[src/rtl/sqrt_pkg.sv]
// Shared definitions for the square-root datapath: word layout, FSM states and
// the index-to-slice placement used by both the input and output stages.
package sqrt_pkg;
  localparam int DATAIN    = 256;
  localparam int DWORD     = 48;
  localparam int NWORDS    = 6;
  localparam int TAG_W     = 3;
  localparam int PAYLOAD_W = 44;
  localparam int EXT_W     = NWORDS * PAYLOAD_W;

  localparam logic TYPE_RAD = 1'b0;
  localparam logic TYPE_REM = 1'b1;

  typedef enum logic [1:0] {COLLECT, FIRE, WAIT_END} sqrt_state_e;

  // Six 44-bit payloads span 264 bits; the low 8 bits of the last payload fall off the end.
  function automatic logic [DATAIN-1:0] place_word(input logic [DATAIN-1:0] cur,
                                                   input logic [TAG_W-1:0]  idx,
                                                   input logic [PAYLOAD_W-1:0] pl);
    logic [EXT_W-1:0] ext;
    ext = {cur, {(EXT_W-DATAIN){1'b0}}};
    for (int i = 1; i <= NWORDS; i++)
      if (idx == TAG_W'(i)) ext[(NWORDS-i)*PAYLOAD_W +: PAYLOAD_W] = pl;
    return ext[EXT_W-1 -: DATAIN];
  endfunction
endpackage

[src/rtl/din_if.sv]
// Host-FIFO / square-root-core side signals of the input deserializer.
interface din_if;
  logic [sqrt_pkg::DWORD-1:0]  rdata;
  logic                        empty;
  logic                        rden;
  logic                        calcend;
  logic [sqrt_pkg::DATAIN-1:0] datain;
  logic                        calcstart;
  logic                        fmt_err;
  logic                        busy;

  modport master (output rdata, empty, calcend,
                  input  rden, datain, calcstart, fmt_err, busy);
  modport slave  (input  rdata, empty, calcend,
                  output rden, datain, calcstart, fmt_err, busy);
endinterface

[src/rtl/din.sv]
// Input deserializer: reassembles six tagged FIFO words into a radicand, starts
// the core, then blocks until the core's result emission has finished.
module din
  import sqrt_pkg::*;
#(
  parameter int HOLD = 8
) (
  input logic  clk,
  input logic  rst,
  din_if.slave bus
);
  localparam int HCW = $clog2(HOLD + 1);

  sqrt_state_e       state_q, state_d;
  logic [TAG_W-1:0]  exp_q, exp_d;
  logic              pend_q, pend_d;
  logic              busy_q, busy_d;
  logic              seen_q, seen_d;
  logic [HCW-1:0]    hold_q, hold_d;
  logic [DATAIN-1:0] datain_q, datain_d;
  logic              rden, calcstart, fmt_err;

  logic [TAG_W-1:0]     tag;
  logic                 typ;
  logic [PAYLOAD_W-1:0] pl;
  logic                 bad;

  assign tag = bus.rdata[DWORD-1 -: TAG_W];
  assign typ = bus.rdata[PAYLOAD_W];
  assign pl  = bus.rdata[PAYLOAD_W-1:0];
  assign bad = (typ != TYPE_RAD) || (tag == '0) || (tag > TAG_W'(NWORDS));

  always_comb begin
    state_d   = state_q;
    exp_d     = exp_q;
    busy_d    = busy_q;
    seen_d    = seen_q;
    hold_d    = hold_q;
    datain_d  = datain_q;
    pend_d    = 1'b0;
    rden      = 1'b0;
    calcstart = 1'b0;
    fmt_err   = 1'b0;
    case (state_q)
      COLLECT: begin
        // One outstanding read; the word arrives while pend_q is high.
        rden   = !bus.empty && !pend_q && !rst;
        pend_d = rden;
        if (pend_q) begin
          if (bad) begin
            fmt_err = 1'b1;
            exp_d   = TAG_W'(1);
            busy_d  = 1'b0;
          end else if (tag == exp_q) begin
            datain_d = place_word(datain_q, tag, pl);
            busy_d   = 1'b1;
            if (tag == TAG_W'(NWORDS)) begin
              state_d = FIRE;
              exp_d   = TAG_W'(1);
            end else begin
              exp_d = exp_q + 1'b1;
            end
          end else if (tag == TAG_W'(1)) begin
            fmt_err  = 1'b1;
            datain_d = place_word(datain_q, TAG_W'(1), pl);
            exp_d    = TAG_W'(2);
            busy_d   = 1'b1;
          end else begin
            fmt_err = 1'b1;
            exp_d   = TAG_W'(1);
            busy_d  = 1'b0;
          end
        end
      end
      FIRE: begin
        calcstart = 1'b1;
        state_d   = WAIT_END;
        hold_d    = '0;
        seen_d    = 1'b0;
      end
      WAIT_END: begin
        // calcend counts only once it has been low here, so a stale high is ignored.
        if (!bus.calcend) begin
          hold_d = '0;
          seen_d = 1'b1;
        end else if (seen_q) begin
          if (hold_q == HCW'(HOLD - 1)) begin
            state_d = COLLECT;
            busy_d  = 1'b0;
            exp_d   = TAG_W'(1);
            hold_d  = '0;
          end else begin
            hold_d = hold_q + 1'b1;
          end
        end
      end
      default: state_d = COLLECT;
    endcase
  end

  always_ff @(posedge clk) begin
    if (rst) begin
      state_q  <= COLLECT;
      exp_q    <= TAG_W'(1);
      pend_q   <= 1'b0;
      busy_q   <= 1'b0;
      seen_q   <= 1'b0;
      hold_q   <= '0;
      datain_q <= '0;
    end else begin
      state_q  <= state_d;
      exp_q    <= exp_d;
      pend_q   <= pend_d;
      busy_q   <= busy_d;
      seen_q   <= seen_d;
      hold_q   <= hold_d;
      datain_q <= datain_d;
    end
  end

  assign bus.rden      = rden;
  assign bus.calcstart = calcstart;
  assign bus.fmt_err   = fmt_err;
  assign bus.busy      = busy_q;
  assign bus.datain    = datain_q;
endmodule

[src/flat_wrapper.sv]
// flat-port wrapper written by rule: the top's interface ports become plain ports
module din_flat import sqrt_pkg::*;
#(
  parameter int HOLD = 8
)
  (clk, rst, bus_rdata, bus_empty, bus_calcend, bus_rden, bus_datain, bus_calcstart, bus_fmt_err, bus_busy);
  din_if bus_i ();
  input logic clk;
  input logic rst;
  input wire logic [$bits(bus_i.rdata)-1:0] bus_rdata;
  input wire logic [$bits(bus_i.empty)-1:0] bus_empty;
  input wire logic [$bits(bus_i.calcend)-1:0] bus_calcend;
  output wire logic [$bits(bus_i.rden)-1:0] bus_rden;
  output wire logic [$bits(bus_i.datain)-1:0] bus_datain;
  output wire logic [$bits(bus_i.calcstart)-1:0] bus_calcstart;
  output wire logic [$bits(bus_i.fmt_err)-1:0] bus_fmt_err;
  output wire logic [$bits(bus_i.busy)-1:0] bus_busy;
  assign bus_i.rdata = bus_rdata;
  assign bus_i.empty = bus_empty;
  assign bus_i.calcend = bus_calcend;
  assign bus_rden = bus_i.rden;
  assign bus_datain = bus_i.datain;
  assign bus_calcstart = bus_i.calcstart;
  assign bus_fmt_err = bus_i.fmt_err;
  assign bus_busy = bus_i.busy;
  din #(.HOLD(HOLD)) u_core (.clk(clk), .rst(rst), .bus(bus_i));
endmodule
[config.mk]
export PLATFORM = sky130hd
export DESIGN_NAME = din_flat
export DESIGN_NICKNAME = d
export VERILOG_FILES = /design/src/rtl/sqrt_pkg.sv /design/src/rtl/din_if.sv /design/src/rtl/din.sv /design/src/flat_wrapper.sv
export SDC_FILE = /design/constraint.sdc
export NUM_CORES = 1
export LEC_CHECK = 0
export ABC_AREA = 1
export CORE_MARGIN = 10
export CORE_UTILIZATION = 30
export CTS_BUF_LIST = sky130_fd_sc_hd__clkbuf_4
export CTS_CLUSTER_DIAMETER = 40
export DETAILED_ROUTE_END_ITERATION = 10
export PLACE_DENSITY = 0.54
export SETUP_SLACK_MARGIN = 0.4
export SLEW_MARGIN = 15
export SYNTH_ARGS = -nofsm -noshare
export SYNTH_HDL_FRONTEND = slang
export SYNTH_SLANG_ARGS = --single-unit
[constraint.sdc]
create_clock -name clk -period 3.2 [get_ports clk]
set_clock_uncertainty 0.1 [all_clocks]
set_input_delay 0.96 -clock clk [delete_from_list [all_inputs] [get_ports clk]]
set_output_delay 0.96 -clock clk [all_outputs]
set_load 0.03 [all_outputs]
== Word level (Yosys, flattened, before mapping) ==
Cells that the tools add are included.
Storage, ports and cells
  flip-flop bits (word level): 268
  latch bits: 0
  RAM bits: 0
  bits in read-only memories: 0
  bits of input ports: 52
  memories: 0
Cells by class
  add/subtract/negate cells: 2
  $mul: 0
  div/mod/pow operators: 0
  $lt $le $gt $ge: 1
  equal/unequal tests: 19
  shift-type cells: 0
  mux-type cells: 45
  bitwise gates (word level): 1
  reductions and logical operators: 21
Operators by type and width (number)
  $mux 256: 2
  $mux 44: 6
  $reduce_and 5->1: 6
  $mux 3: 7
  $mux 2: 8
  $mux 1: 14
  $mux 4: 3
  $ne 2x1->1 const B: 5
  $eq 3x3->1 const B: 3
  $pmux 4 s2: 1
  $reduce_and 7->1: 1
  $eq 3x2->1 const B: 2
  $ne 2x2->1 const B: 3
  $pmux 2 s3: 1
  $pmux 3 s2: 1
  $add 4x1->4 const B: 1
  $eq 4x3->1 const B: 1
  $pmux 1 s2: 2
  $reduce_and 2->1: 2
  $reduce_and 4->1: 1
  $reduce_bool 2->1: 2
  $add 3x1->3 const B: 1
  $eq 3x1->1 const B: 1
  $eq 3x3->1: 1
  other kinds (10): 14

== Depth between registers and ports, before layout ==
  depth in word-level cells: 6
  mapped depth: 11
  depth with buffers taken out: 11

== Least setup slack after synthesis ==
OpenSTA, ideal clock, no wires.
  path type: input-to-output
  start point: input rst
  end point: output bus_rden
  arrival: 2041 ps
  data required time: 2140 ps
  path slack: 99 ps
  cell stages on the path: 3
  path buffers: 2
  path through: clkbuf_1 buf_1 nor3_1
On the way
  cells in the longest elaborated chain, start to end: 3
Ends and longest elaborated chain
  start: declaration: line flat_wrapper.sv:9  | input logic rst;
  $logic_not 1->1: line din.sv:47  | rden = !bus.empty && !pend_q && !rst;
  $logic_and 1x1->1: line din.sv:47
  $mux 1: line din.sv:44  | case (state_q)
  end: declaration: line flat_wrapper.sv:13  | output wire logic [$bits(bus_i.rden)-1:0] bus_rden;
No other way between the ends.

== Worst setup path in the final report ==
  start point: input bus_rdata[45]
  end point: output bus_fmt_err
On the way
  cells in the longest elaborated chain, start to end: 6
Ends and longest elaborated chain
  start: declaration: line flat_wrapper.sv:10  | input wire logic [$bits(bus_i.rdata)-1:0] bus_rdata;
  branches (longest 3 deep; another with $gt 3x3->1)
  $mux 1 (*): line din.sv:50  | if (bad) begin
  $mux 1 (*): line din.sv:49  | if (pend_q) begin
  $mux 1 (*): line din.sv:44
  end: declaration: line flat_wrapper.sv:16  | output wire logic [$bits(bus_i.fmt_err)-1:0] bus_fmt_err;
Mark *: on every way between the ends.

==> results.tsv <==
stage	metric	value	unit
setup_path	critical path peak fanout	4	
timing	final setup violation count	0	
clocking	Root Buffer	clkbuf_4	
power	LEAKAGE	0.007624	µW
yosys	Distinct cells, synth	25	
timing	achievable clock frequency	360.1	MHz
route	Vias/cell	4.858	
global_route	global-route wire length before repair	66.38	mm
setup_path	FF-to-FF Start	u_core.hold_q[0]	
clocking	CTS sink cnt	268	
timing	setup ws final	0.4227	ns
outcome	outcome	completed	
setup_path	Startpoint Class	primary input	
floorplan	height of the die	212.9	µm
setup_path	crit path kind	in2out	
route	via count	11500	
timing	final slew viol count	0	
setup_path	worst path arrival time	1.72	ns
route	wire per inst	18.40	µm
run	max cap viols	0	
floorplan	Core Area	36700	µm²
timing	RSZ-0062 raised after global routing	yes	
yosys	Synth top area share	48.05	%
place	dpl hpwl	29.89	mm
clocking	clk_lat worst skew	0.75	ns
yosys	post-synthesis sequential area ratio	48.05	%
setup_path	worst r2r dst	u_core.exp_q[0]	
yosys	Post-Syn Nets	1573	
route	drt pass-1 iters	5	
timing	Slew @ Worst Pin	1.116	ns
setup_path	depth of the worst register-to-register path	8	
route	DRC errors left	0	
route	final wirelength	43.58	mm
clocking	Clk pin slew, worst setup/hold paths	0.06	ns
timing	worst relative slew slack	25.59	%
min_path	hold path startpoint	u_core.bus.datain[218]	
yosys	Synth Area per Inst	7.365	µm²
global_route	largest net degree at the start of global routing	92	
place	number of port buffers	311	
clocking	CTS Buf Count	79	
setup_path	start point of the critical path	bus_rdata[45]	
place	Final Wtd Congestion	0.8448	
layout	net count reported at finish	1906	
global_route	initial antenna violation count	1	
layout	Syn-to-layout area delta	40.59	%
place	placed cells	2232	
setup_path	CP Capture Type	output pin	
floorplan	Die W	212.9	µm
place	Post-Place Setup Slack	-0.5858	ns
power	peak supply drop	222.4	µV
floorplan	die area	45330	µm²
layout	Final Non-Filler Cells	2368	
global_route	GRT overflow	0	
route	initial DRC count	814	
clocking	clock buffer depth	3	
yosys	post-synthesis register bit count	268	
global_route	gr usage total	18.67	%
floorplan	IO Pins	312	
timing	Final Hold Violating Endpoints	0	
yosys	Synth Cell Area	11170	µm²
min_path	hold endpoint	u_core.bus.datain[218]	
layout	most common cell after layout, fill and taps aside	nor2_1	
setup_path	reg-to-reg setup timing slack	1.15	ns
floorplan	row cnt	70	
clocking	CTS H-Tree Depth	3	
timing	crit share post-route	86.79	%
clocking	CTS tree	done	
yosys	Yosys top cell by area	dfxtp_1	
power	Design Power	7112	µW
global_route	number of global-route vias before repair	11010	
yosys	Area contributors post-synth	dfxtp_1, nor2_1, nand4_1	
layout	final core utilization	42.78	%
floorplan	Initial Util	30.43	%
yosys	Gate Count Post-Synth	1516	
setup_path	Worst Path Required	2.14	ns
route	remaining antenna violation count	0	
layout	layout cells sized above 1	12.32	%
layout	commonest non-fill, non-tap cells in the layout	nor2_1, dfxtp_1, dlygate4sd2_1	
min_path	Hold Path Stages	2	
min_path	Hold WC Path Type	reg2reg	
yosys	synth warn	0	
power	pwr/cell area	453.0	nW/µm²
timing	crit path time final	2.777	ns
[how the worst max path moves through the flow]
stage	slack (ns)	endpoint
5_1_grt	0.34	bus_fmt_err
6_report	0.42	bus_fmt_err
3_5_place_dp	-0.59	bus_fmt_err
2_1_floorplan	0.44	bus_fmt_err
4_1_cts	0.21	bus_fmt_err
3_3_place_gp	-0.55	bus_fmt_err
[flip-flops by register name, indices dropped and copies added, names as in the netlist]
signal             count
u_core.seen_q          1
u_core.hold_q          4
u_core.exp_q           3
u_core.bus.busy        1
u_core.state_q         2
u_core.bus.datain    256
u_core.pend_q          1
[what timing repair did]
item / CTS / global route
endpoints found under the setup margin: 260 / 3
pin swaps: 2 / 4
gates resized for setup: 281 / 31
hold buffers: 0 / 0
setup buffers: 3 / 1
[cell type report]
class	instances	area, µm²
fill	3888	21000
sequential	268	5374
multi-input combinational	1003	4743
timing repair buffer	376	3567
clock buffer	115	863.3
tap	468	585.6
inverter	121	465.4
clock inverter	16	96.34
antenna	1	2.502
[metal layers]
metal / vias up / track usage, % / routed length [µm]
met5: - / 0 / 0
met4: 0 / 6.081 / 728
met3: 59 / 5.777 / 3601
met2: 387 / 29.42 / 19940
met1: 5384 / 23.76 / 19310
li1: 5673 / - / -
[per-stage QoR]
step / TNS [ns] / cell area [µm²] / hold slack (ns)
3_3_place_gp: -13.18 / 14990 / 0.3303
3_5_place_dp: -17.47 / 14990 / 0.3338
4_1_cts: 0 / 15660 / 0.3404
6_report: 0 / 15700 / 0.3392
5_1_grt: 0 / 15700 / 0.3558
2_1_floorplan: 0 / 11180 / 0.3489
[cell families after synthesis]
family | share of synthesized area, %
AND/OR/NAND/NOR | 34.69
XOR/XNOR | 0.07845
buffers and inverters | 10.09
AO/OA/AOI/OAI | 6.533
flip-flops | 48.05
adder cells (fa/ha/maj) | 0.5603
[worst max-delay path, cell delays in order]
cell     delay, ns
buf_6         0.11
buf_6         0.11
nand2_2       0.06
nand2_1       0.05
nor2_1        0.09
nand3_1       0.08
nand2_1       0.08
inv_1         0.05
buf_6         0.13
[synthesized netlist by cell type, drive strengths merged]
cell type / instances
nand2: 255
nand3: 13
dfxtp: 268
buf: 80
inv: 118
ha: 5
clkbuf: 44
a211oi: 3
xnor2: 1
nor2: 370
nand4: 212
clkinv: 3
o21ai: 50
a21oi: 90
nor3: 3
a31oi: 1
[power by group]
part           leakage [µW]  switching [µW]  total, µW  internal (µW)
Combinational       0.00489             374        538            164
Clock              0.000577            1510       3220           1710
Sequential          0.00216            6.98       3350           3350
Power figures use the tool's default switching activity.
==> RTL edit 1: new RTL, same flow settings <==
`DATAIN`: 256 -> 128.
--- a/src/rtl/sqrt_pkg.sv
+++ b/src/rtl/sqrt_pkg.sv
@@ -3,3 +3,3 @@
 package sqrt_pkg;
-  localparam int DATAIN    = 256;
+  localparam int DATAIN    = 128;
   localparam int DWORD     = 48;
Ports: changed (resized bus_datain); port bits go from 312 to 184. The function was not compared with the original's and may differ.
==> RTL edit 1 against the unedited design <==
Total power decreased by 55%. Non-clock buffer count decreased by 180. Global-route usage decreased by 5.5 points. Highest routed layer unchanged. Via count decreased by 55%. Worst setup slack improved by 0.010 ns. Sequential cell count decreased by 128. Synthesized area decreased by 49%. Sequential power decreased by 47%. Design area decreased by 48%. Critical path depth decreased by 3. Largest cell class unchanged. Hold slack improved by 0.011 ns. Synthesized cell count decreased by 44%. Wire length decreased by 62%.
==> RTL edit 1: results (changes against the unedited design) <==
stage	metric	value	unit	change
place	post-DP HPWL	11.8	mm	was 29.9 mm
run_status	status	finished clean		unchanged
global_route	largest net degree at the start of global routing	66		was 92
worst_setup_path	Crit-path slowest cell	xnor2_1		was buf_6
layout	Final nets	1083		was 1906
worst_setup_path	slowest stage delay, CP	0.20	ns	was 0.13 ns
timing	Slew HR	0.710		was 0.256
worst_setup_path	FF-to-FF Start	u_core.state_q[0]		was u_core.hold_q[0]
worst_setup_path	critical path's top delay family	simple AND/OR/NAND/NOR gates		was buffers and inverters
clock_network	clock-pin slew on the worst setup and hold paths	0.13	ns	was 0.06 ns
synth	Mean Syn Cell Area	6.74	µm²	was 7.37 µm²
power	P_leak	3.74	nW	was 7.62 nW
clock_network	htree depth	4		was 3
synth	Unique masters post-synth	22		was 25
clock_network	Clock Path Buffers	2		was 3
place	Area after DPL	7890	µm²	was 15000 µm²
route	Starting DRT DRC Count	177		was 814
synth	top post-synthesis cells by area	dfxtp_1 (49%), nand2_1 (14%), nor2_1 (12%), inv_1 (9.8%), a21oi_1 (4.4%)		was dfxtp_1 (48%), nor2_1 (12%), nand4_1 (12%), nand2_1 (8.5%), a21oi_1 (4.0%)
synth	Synth Area in XOR/XNOR	0.00305		was 0.000784
synth	sequential share of the synthesized area	0.488		was 0.481
global_route	first-pass GRT wire length	26.1	mm	was 66.4 mm
synth	Compound-Gate Fraction of Synth Area	0.0933		was 0.0653
route	final WL	16.6	mm	was 43.6 mm
synth	syn nets	909		was 1573
place	number of I/O port buffers	183		was 311
place	Placer Congestion	0.771		was 0.845
global_route	Tot GR Track Use	0.132		was 0.187
route	DRT Pass-1 Iters	6		was 5
place	Placed Cells	1240		was 2232
clock_network	total CTS buffers	17		was 79
worst_setup_path	launch point of the worst path	bus_rdata[45]		unchanged
route	Via density	4.10		was 4.86
synth	adder-cell share of the synthesized area	0.0109		was 0.00560
route	routed via count	5228		was 11500
clock_network	worst-skew pair later-pin latency	0.53	ns	was 0.75 ns
global_route	via count of the first global-routing pass	4858		was 11000
place	Place WS	0.0115	ns	was -0.586 ns
min_path	hold_sp	u_core.bus.datain[105]		was u_core.bus.datain[218]
layout	share of cells above drive strength 1	0.0635		was 0.123
layout	max reg flops	128		was 256
-- RTL edit 1: cell types whose count changed after synthesis, moves of 15 or more --
cell	before	now
buf_1	32	0
inv_1	114	150
nor2_1	363	182
nand4_1	212	1
buf_4	16	0
clkbuf_1	44	28
a21oi_1	90	51
buf_6	17	2
dfxtp_1	268	140
nand2_1	253	209
-- RTL edit 1: path summary, 6_finish.rpt --
kind	slack [ns]	depth (start not counted)	to
hold reg to reg	0.35	2	u_core.bus.datain[105]
setup / recovery	0.43	6	bus_fmt_err
hold / removal	0.35	2	u_core.bus.datain[105]
setup reg to reg	1.28	10	u_core.exp_q[0]
-- RTL edit 1: layout make-up --
cell class | count | area [µm²]
repair buffers | 196 | 2010
multi-input cells | 518 | 2220
well taps | 234 | 293
clock buffers | 17 | 128
diodes | 1 | 2.50
fillers | 1967 | 10600
clock inverters | 15 | 168
flip-flops and latches | 140 | 2800
inverters | 153 | 576
-- RTL edit 1: logic make-up (layout without fill, tap and decap cells) --
group	after synthesis	in the layout
xor+xnor	2	2
flops	140	140
fa+ha+maj	5	5
buf+inv	194	381
simple gates	406	406
other cells	0	1
compound gates	105	105
-- RTL edit 1: power by group --
| part | switching (mW) | total [mW] | internal (mW) |
|---|---|---|---|
| clock network | 0.680 | 1.22 | 0.541 |
| registers | 0.00531 | 1.76 | 1.75 |
| logic | 0.118 | 0.216 | 0.0980 |
| total | 0.804 | 3.20 | 2.39 |
-- RTL edit 1: metal layers --
layer	global-route usage	share of wire	up-vias
met2	0.202	0.45	106
met4	0.0423	0.0088	0
li1	-	-	2870
met3	0.0618	0.087	8
met1	0.159	0.45	2244
met5	0	0	-
-- RTL edit 1: timing repair --
item,CTS,global route
setup endpoints to repair,3,3
buffers inserted,0,1
gates resized for setup,5,19
pin swaps,0,5
==> RTL edit 2: new RTL, config.mk and constraints unchanged <==
Made on the original files. Make the reset (`rst`) asynchronous in one clocked block.
--- a/src/rtl/din.sv
+++ b/src/rtl/din.sv
@@ -100,3 +100,3 @@
 
-  always_ff @(posedge clk) begin
+  always_ff @(posedge clk or posedge rst) begin
     if (rst) begin
Function: not settled (the Yosys comparison gave no result); the edit may change what the design does.
==> RTL edit 2 against the unedited design <==
Worst setup slack worse by 0.19 ns. Design area is 0.29% higher. Final cell count is 7.6% lower. Via count is 20% lower. Sequential share of layout area is 8.4 points higher. Wire length is 20% lower. Synthesized cell count is 15% lower. Sequential cell count stayed put. Synthesized area is 0.39% lower. Count of clock-buffer cells in the layout stayed put. Highest routed layer unchanged.
Power is not compared: it rests on default switching activity, and its combinational part moved more than twofold at a synthesized area within 25%.
==> RTL edit 2: results (changes against the unedited design) <==
stage	metric	value	unit	change
synth	Synth top area share	0.601		was 0.481
clock_network	total CTS buffers	78		was 79
worst_setup_path	Worst R2R End	u_core.hold_q[3]		was u_core.exp_q[0]
synth	async set-reset flop share out of synthesis	1.00		was 0
route	DRT Pass-1 Iters	4		was 5
place	post-DP HPWL	24.4	mm	was 29.9 mm
global_route	via count of the first global-routing pass	9529		was 11000
worst_setup_path	Worst Path Arrival	1.91	ns	was 1.72 ns
clock_network	Clock Path Buffers	3		unchanged
place	Place WS	-0.0744	ns	was -0.586 ns
min_path	Min-Delay Endpoint	u_core.bus.datain[220]		was u_core.bus.datain[218]
route	wire per inst	16.0	µm	was 18.4 µm
synth	syn nets	1348		was 1573
clock_network	worst-skew pair later-pin latency	0.72	ns	was 0.75 ns
clock_network	clock-pin slew on the worst setup and hold paths	0.06	ns	about the same
layout	Final Non-Filler Cells	2188		was 2368
synth	sequential share of the synthesized area	0.603		was 0.481
run_status	status	finished clean		unchanged
global_route	largest net degree at the start of global routing	113		was 92
global_route	first-pass GRT wire length	55.6	mm	was 66.4 mm
synth	synth cell count leaders	inv_1 (326), nand2_1 (324), dfrtp_1 (267), o21ai_0 (177), o21ai_1 (82)		was nor2_1 (363), dfxtp_1 (268), nand2_1 (253), nand4_1 (212), inv_1 (114)
synth	Unique masters post-synth	29		was 25
worst_setup_path	FF-to-FF path depth	9		was 8
timing	Slew HR	0.557		was 0.256
worst_setup_path	Worst Path Max Fanout	2		was 4
synth	most common flop cell mapped by yosys	dfrtp_1		was dfxtp_1
layout	Final nets	1722		was 1906
route	Starting DRT DRC Count	410		was 814
layout	share of cells above drive strength 1	0.112		was 0.123
worst_setup_path	reg2reg setup slack	1.02	ns	was 1.15 ns
worst_setup_path	FF-to-FF Start	u_core.state_q[0]		was u_core.hold_q[0]
synth	top post-synthesis cells by area	dfrtp_1 (60%), inv_1 (11%), nand2_1 (11%), o21ai_0 (8.0%), o21ai_1 (3.7%)		was dfxtp_1 (48%), nor2_1 (12%), nand4_1 (12%), nand2_1 (8.5%), a21oi_1 (4.0%)
synth	Mapped Cells	1291		was 1516
place	Placer Congestion	0.814		was 0.845
timing	Max Freq	0.337	GHz	was 0.360 GHz
min_path	hold_sp	u_core.bus.datain[220]		was u_core.bus.datain[218]
worst_setup_path	Crit-path slowest cell	clkdlybuf4s50_1		was buf_6
==> RTL edit 2: routing by layer <==
metal	GRT usage	up-vias	part of all wire
met2	0.241	299	0.44
met3	0.0829	44	0.12
li1	-	4666	-
met5	0	-	0
met1	0.186	4184	0.42
met4	0.0473	0	0.014
==> RTL edit 2: cell type report <==
| class | count | area [µm²] |
|---|---|---|
| antenna | 2 | 5.00 |
| sequential | 268 | 6710 |
| tap | 468 | 586 |
| clock inverter | 18 | 143 |
| clock buffer | 115 | 863 |
| timing repair buffer | 350 | 3240 |
| fill | 3785 | 20900 |
| multi-input combinational | 638 | 2960 |
| inverter | 329 | 1240 |
==> RTL edit 2: repair_timing <==
action | in CTS | in global routing
pin swaps | 6 | 3
gates cloned | 0 | 0
gates resized for setup | 277 | 6
buffers inserted | 6 | 2
endpoints found under the setup margin | 260 | 3
==> RTL edit 2: logic make-up (layout without fill, tap and decap cells) <==
family | Yosys count | after routing | share of synthesized area
AOI/OAI and AO/OA | 269 | 269 | 0.122
adders and majority gates | 5 | 5 | 0.00562
xor gates and xnor gates | 1 | 1 | 0.00146
buffers and inverters | 385 | 812 | 0.139
other | 0 | 2 | 0
DFF | 268 | 268 | 0.603
and+or+nand+nor | 363 | 363 | 0.129
==> RTL edit 2: critical path, delay by kind of cell <==
kind	cells	cell delay, ns
buf+inv	3	0.66
simple gates	3	0.29
==> RTL edit 2: stage by stage <==
stage	setup TNS, ns	hold slack (ns)	util
after floorplan	-373.90	0.361	-
after global placement	-0.0334	0.365	0.408
after detailed placement	-0.0744	0.372	0.408
after CTS	0	0.383	0.429
after global routing	0	0.361	0.430
final	0	0.377	0.430
==> RTL edit 2: where the power goes <==
part	internal, mW	switching, mW
Sequential	3.68	0.165
Combinational	0.604	1.20
Clock	1.80	1.51
Total	6.09	2.87
